## src/rtl/reset_seq_pkg.sv

```systemverilog
// Shared types, default parameter values and helpers for the reset sequencer.
package reset_seq_pkg;

   typedef enum logic [1:0] {
      ST_ASSERT  = 2'd0,
      ST_RELEASE = 2'd1,
      ST_RUN     = 2'd2,
      ST_DONE    = 2'd3
   } state_t;

   localparam int DEF_NUM_DOMAINS  = 4;
   localparam int DEF_HOLD_CYCLES  = 2;
   localparam int DEF_STAGGER      = 3;
   localparam bit DEF_ACTIVE_RESET = 1'b0;
   localparam int DEF_CNT_W        = 16;
   localparam int DEF_WDOG_CYCLES  = 100;

   // Edge index (counted from ASSERT entry) at which RUN is entered.
   function automatic int run_entry_edge(input int hold, input int stagger, input int domains);
      return hold + (domains - 1) * stagger + 1;
   endfunction

endpackage

```

## src/rtl/rs_cycle_counter.sv

```systemverilog
// Clearable up-counter with an equality compare against a target value.
module rs_cycle_counter
   import reset_seq_pkg::*;
#(
   parameter int W = 8
) (
   input  logic         clk,
   input  logic         reset,
   input  logic         clear,
   input  logic         en,
   input  logic [W-1:0] target,
   output logic [W-1:0] count,
   output logic         hit
);

   always_ff @(posedge clk) begin
      if (reset || clear) begin
         count <= '0;
      end else if (en) begin
         count <= count + W'(1);
      end
   end

   assign hit = (count == target);

endmodule

```

## src/rtl/reset_sequencer.sv

```systemverilog
// Staggered multi-domain reset release followed by a bounded/unbounded run window.
// Optional watchdog compiled in with `define RESET_SEQ_WDOG_EN.
module reset_sequencer
   import reset_seq_pkg::*;
#(
   parameter int NUM_DOMAINS  = DEF_NUM_DOMAINS,
   parameter int HOLD_CYCLES  = DEF_HOLD_CYCLES,
   parameter int STAGGER      = DEF_STAGGER,
   parameter bit ACTIVE_RESET = DEF_ACTIVE_RESET,
   parameter int CNT_W        = DEF_CNT_W,
   parameter int WDOG_CYCLES  = DEF_WDOG_CYCLES
) (
   input  logic                   clk,
   input  logic                   reset,
   input  logic                   sw_reset_req,
   output logic                   sw_reset_ack,
   input  logic                   stop,
   input  logic [CNT_W-1:0]       run_cycles,
   input  logic                   kick,
   output logic [NUM_DOMAINS-1:0] domain_rst,
   output logic                   run_en,
   output logic                   done,
   output logic                   busy,
   output logic                   wdog_fired
);

   localparam int RUN_EDGE = run_entry_edge(HOLD_CYCLES, STAGGER, NUM_DOMAINS);
   localparam int SEQ_W    = $clog2(RUN_EDGE + 1);

   state_t                   state;
   state_t                   state_nxt;
   logic                     enter_assert;
   logic                     enter_run;

   logic [SEQ_W-1:0]         seq_count;
   logic [SEQ_W-1:0]         edge_idx;
   logic                     seq_hit;

   logic [CNT_W-1:0]         run_lim;
   logic [CNT_W-1:0]         run_target;
   logic [CNT_W-1:0]         run_count_unused;
   logic                     run_hit;
   logic                     run_fin;

   logic                     req_q;
   logic                     req_prev;
   logic                     req_rise;
   logic                     pending;

   logic [NUM_DOMAINS-1:0]   released;
   logic [NUM_DOMAINS-1:0]   release_set;

   logic                     wdog_fire;

   assign busy     = (state == ST_ASSERT) || (state == ST_RELEASE);
   assign done     = (state == ST_DONE);
   assign req_rise = req_q & ~req_prev;

   // edge_idx is the number of the upcoming edge relative to ASSERT entry
   assign edge_idx     = seq_count + SEQ_W'(1);
   assign enter_assert = (state_nxt == ST_ASSERT) && (state != ST_ASSERT);
   assign enter_run    = (state_nxt == ST_RUN) && (state != ST_RUN);

   rs_cycle_counter #(.W(SEQ_W)) u_seq_cnt (
      .clk    (clk),
      .reset  (reset),
      .clear  (enter_assert),
      .en     (busy),
      .target (SEQ_W'(RUN_EDGE - 1)),
      .count  (seq_count),
      .hit    (seq_hit)
   );

   assign run_target = run_lim - CNT_W'(1);
   assign run_fin    = run_en && run_hit && (run_lim != '0);

   rs_cycle_counter #(.W(CNT_W)) u_run_cnt (
      .clk    (clk),
      .reset  (reset),
      .clear  (enter_run),
      .en     (run_en),
      .target (run_target),
      .count  (run_count_unused),
      .hit    (run_hit)
   );

`ifdef RESET_SEQ_WDOG_EN
   localparam int WD_W = $clog2(WDOG_CYCLES + 1);

   logic [WD_W-1:0] wd_count_unused;
   logic            wd_hit;
   logic            wd_active;

   assign wd_active = (state == ST_RUN) && !stop;
   assign wdog_fire = wd_active && !kick && wd_hit;

   rs_cycle_counter #(.W(WD_W)) u_wd_cnt (
      .clk    (clk),
      .reset  (reset),
      .clear  (enter_run | kick),
      .en     (wd_active),
      .target (WD_W'(WDOG_CYCLES - 1)),
      .count  (wd_count_unused),
      .hit    (wd_hit)
   );

   always_ff @(posedge clk) begin
      if (reset) begin
         wdog_fired <= 1'b0;
      end else begin
         wdog_fired <= wdog_fire;
      end
   end
`else
   logic cfg_unused;

   assign cfg_unused = kick ^ (WDOG_CYCLES > 0);
   assign wdog_fire  = 1'b0;
   assign wdog_fired = 1'b0;
`endif

   always_comb begin
      state_nxt = state;
      case (state)
         ST_ASSERT: begin
            if (edge_idx == SEQ_W'(HOLD_CYCLES)) state_nxt = ST_RELEASE;
         end
         ST_RELEASE: begin
            if (seq_hit) state_nxt = ST_RUN;
         end
         ST_RUN: begin
            // a restart request outranks the end of the window
            if (req_rise || wdog_fire) state_nxt = ST_ASSERT;
            else if (run_fin)          state_nxt = ST_DONE;
         end
         ST_DONE: begin
            if (req_rise) state_nxt = ST_ASSERT;
         end
         default: state_nxt = ST_ASSERT;
      endcase
   end

   for (genvar k = 0; k < NUM_DOMAINS; k++) begin : g_dom
      assign release_set[k] = busy && (edge_idx == SEQ_W'(HOLD_CYCLES + k * STAGGER));
      assign domain_rst[k]  = released[k] ? ~ACTIVE_RESET : ACTIVE_RESET;
   end

   always_ff @(posedge clk) begin
      if (reset) begin
         state        <= ST_ASSERT;
         req_q        <= 1'b0;
         req_prev     <= 1'b0;
         pending      <= 1'b0;
         sw_reset_ack <= 1'b0;
         run_en       <= 1'b0;
         released     <= '0;
      end else begin
         state        <= state_nxt;
         req_q        <= sw_reset_req;
         req_prev     <= req_q;
         pending      <= enter_run ? 1'b0 : (pending | req_rise);
         sw_reset_ack <= enter_run & (pending | req_rise);
         run_en       <= (state_nxt == ST_RUN) & ~stop;
         if (state_nxt == ST_ASSERT) released <= '0;
         else                        released <= released | release_set;
      end
   end

   // window length is captured once on RUN entry
   always_ff @(posedge clk) begin
      if (enter_run) run_lim <= run_cycles;
   end

endmodule
```

## config.mk

```make
export PLATFORM = sky130hd
export DESIGN_NAME = reset_sequencer
export DESIGN_NICKNAME = d
export VERILOG_FILES = /design/src/rtl/reset_seq_pkg.sv /design/src/rtl/rs_cycle_counter.sv /design/src/rtl/reset_sequencer.sv
export SDC_FILE = /design/constraint.sdc
export NUM_CORES = 1
export LEC_CHECK = 0
export BUFFER_PORTS_ARGS = -buffer_cell sky130_fd_sc_hd__buf_2
export CAP_MARGIN = 30
export CORE_UTILIZATION = 45
export CTS_CLUSTER_DIAMETER = 150
export CTS_CLUSTER_SIZE = 25
export DETAILED_ROUTE_END_ITERATION = 10
export GPL_ROUTABILITY_DRIVEN = 0
export HOLD_SLACK_MARGIN = 0.1
export SLEW_MARGIN = 20
export SYNTH_ARGS = -nofsm -noshare
export SYNTH_HDL_FRONTEND = slang
export SYNTH_SLANG_ARGS = --single-unit
```

## constraint.sdc

```tcl
create_clock -name clk -period 2.4 [get_ports clk]
set_input_delay 0.24 -clock clk [delete_from_list [all_inputs] [get_ports clk]]
set_output_delay 0.24 -clock clk [all_outputs]
set_load 0.02 [all_outputs]
```

==> results_dict.tcl <==
set metrics [dict create \
    n_antenna_cell 0 \
    grt_pass1_wl_um 7920 \
    ios 30 \
    num_rows 26 \
    hold_slack_ns 0.122 \
    dp_cells 358 \
    core_area_um2 5110 \
    setup_violations 0 \
    start_kind "register" \
    antenna_found_initial 0 \
    wl_um 4920 \
    dieWidth_um 74.9 \
    wl_per_cell_um 12.9 \
    grt_pass1_vias 1745 \
    ant_nets 0 \
    port_buffers 27 \
    seq_power_share 0.577 \
    synth_edf_count 16 \
    finalInstanceArea_um2 2910 \
    crit_fanout 7 \
    intPower_mw 1.10 \
    vias_per_cell 5.03 \
    switchingPower_mw 0.358 \
    drc 0 \
    grt_max_degree 18 \
    worst-setup-path-type "reg -> reg" \
    drt-pass1-iter-count 4 \
    status "finished clean" \
    p_clk_frac 0.353 \
    peakVddDrop_mv 0.306 \
    gr-total-overflow 0 \
    p_per_area_nw_per_um2 500 \
    critPathCaptureType "register" \
    synth_nets 289 \
    rsz0062_at_grt "no" \
    htreeDepth 2 \
    synthFlopType "dfxtp_1" \
    instances_no_fill 382 \
    period_share 0.941 \
    ys_warn_count 0 \
    max-cap-violations 0 \
    finalCriticalPeriod_ns 2.26 \
    cts_made_buffers 5 \
    final_common_cell "nor2_1" \
    post-place-ws_ns 0.102 \
    initial_core_util 0.468 \
    fin_ws_ns 0.142 \
    cp.arrival_ns 2.49 \
    netlist_area_um2 2390 \
    most-common-layout-cells "nor2_1, dfxtp_1, buf_2, a21oi_1" \
    drive_above_1_share 0.157 \
    syn-instance-count 261 \
    root_buffer "clkbuf_8" \
    hold_violations 0 \
    drtIter0Drc 60 \
    setup_tns_ns 0 \
    required_ns 2.63 \
    die_h_um 74.9 \
    cts_tree "built" \
    nets 339 \
    cts_buffer_depth 2 \
    ys_seq_elements 47 \
    path_clk_slew_ns 0.10 \
    finalPower_mw 1.46 \
    die_area_um2 5610 \
    cts_sinks 47 \
    fmax_mhz 443 \
    vias 1921 \
    p_leak_nw 1.12 \
    fin_skew_ns 0.0155 \
    synthArstFlopShare 0 \
    placed_area_um2 2650 \
    yosysSeqAreaShare 0.460 \
    sw_frac_of_total 0.246 \
    hpwlAfterDp_um 3540 \
    avgSynthCellArea_um2 9.16 \
    grt_usage 0.194 \
    clk_latency_ns 0.32 \
    synth.distinct_cells 47 \
    power.share.combinational 0.070 \
    cts_setup_buffers 0 \
    hp-class "in -> reg" \
    maxSlewViolCount 0 \
    syn2layout_area_growth_pct 21.6 \
    final_util 0.569 \
]
metal layers:
layer	part of all wire	routed length, um	vias to the layer above	global-route usage
li1	-	-	1013	-
met1	0.52	2540	873	0.277
met2	0.44	2150	29	0.284
met3	0.029	144	6	0.0402
met4	0.015	76	0	0.0818
met5	0	0	-	0
repair_timing:
item                                   in CTS  in global routing
setup endpoints to repair                   0                  2
endpoints found under the hold margin      15                  1
hold buffers                               15                  1
resized for setup                           0                  1
logic make-up after synthesis:
kind of cell             Yosys count  share of synthesized area
multiplexers                       2                    0.00837
buffers and inverters             20                     0.0330
AO/OA/AOI/OAI                     43                      0.111
XOR/XNOR                          30                      0.110
AND/OR/NAND/NOR                  111                      0.239
other                              1                    0.00157
flip-flops                        47                      0.460
adder cells (fa/ha/maj)            7                     0.0366
sequential cells by signal, summed over array words and instances, names as in the netlist:
register         flops
run_en               1
pending              1
released             4
u_run_cnt.count     16
u_seq_cnt.count      4
sw_reset_ack         1
req_q                1
req_prev             1
state                2
run_lim             16
power groups by stage:
stage               combinational, mW  sequential (mW)  clock [mW]
floorplan                      0.0502            0.858           0
global placement               0.0788            0.858           0
detailed placement             0.0802            0.859           0
CTS                            0.0995            0.840       0.520
global route                    0.112            0.842       0.560
finish                          0.101            0.840       0.514
cell type report:
type                    instances  area [um2]
repair buffers                 51         368
multi-input cells             194        1210
clock inverters                 3        23.8
inverters                      12        45.0
clock buffers                   5        68.8
fillers                       478        2200
flip-flops and latches         47        1100
well taps                      70        87.6
worst paths after layout:
kind	from	endpoint	slack [ns]	depth (start not counted)
hold reg to reg	req_q	req_prev	0.47	1
setup reg to reg	run_lim[2]	state[0]	0.14	6
setup / recovery	run_lim[2]	state[0]	0.14	6
hold / removal	sw_reset_req	req_q	0.12	2
Yosys cell counts, drive strengths merged, types with 6 or more instances:
cell type | instances | area share
a21oi | 17 | 0.036
clkbuf | 7 | 0.011
dfxtp | 31 | 0.26
edfxtp | 16 | 0.20
ha | 7 | 0.037
inv | 12 | 0.019
nand2 | 16 | 0.025
nand3 | 6 | 0.013
nand4 | 6 | 0.016
nor2 | 43 | 0.068
nor2b | 6 | 0.016
nor3 | 8 | 0.019
o21ai | 10 | 0.021
or3 | 6 | 0.020
xnor2 | 16 | 0.059
xor2 | 14 | 0.051
worst max-delay path, cell delays in order (launching register included):
cell,delay (ns)
edfxtp_1,0.49
or3_4,0.41
or3_4,0.37
or3_1,0.38
o2111a_1,0.14
and4_4,0.19
a31o_1,0.19
(Power assumes the default switching activity.)
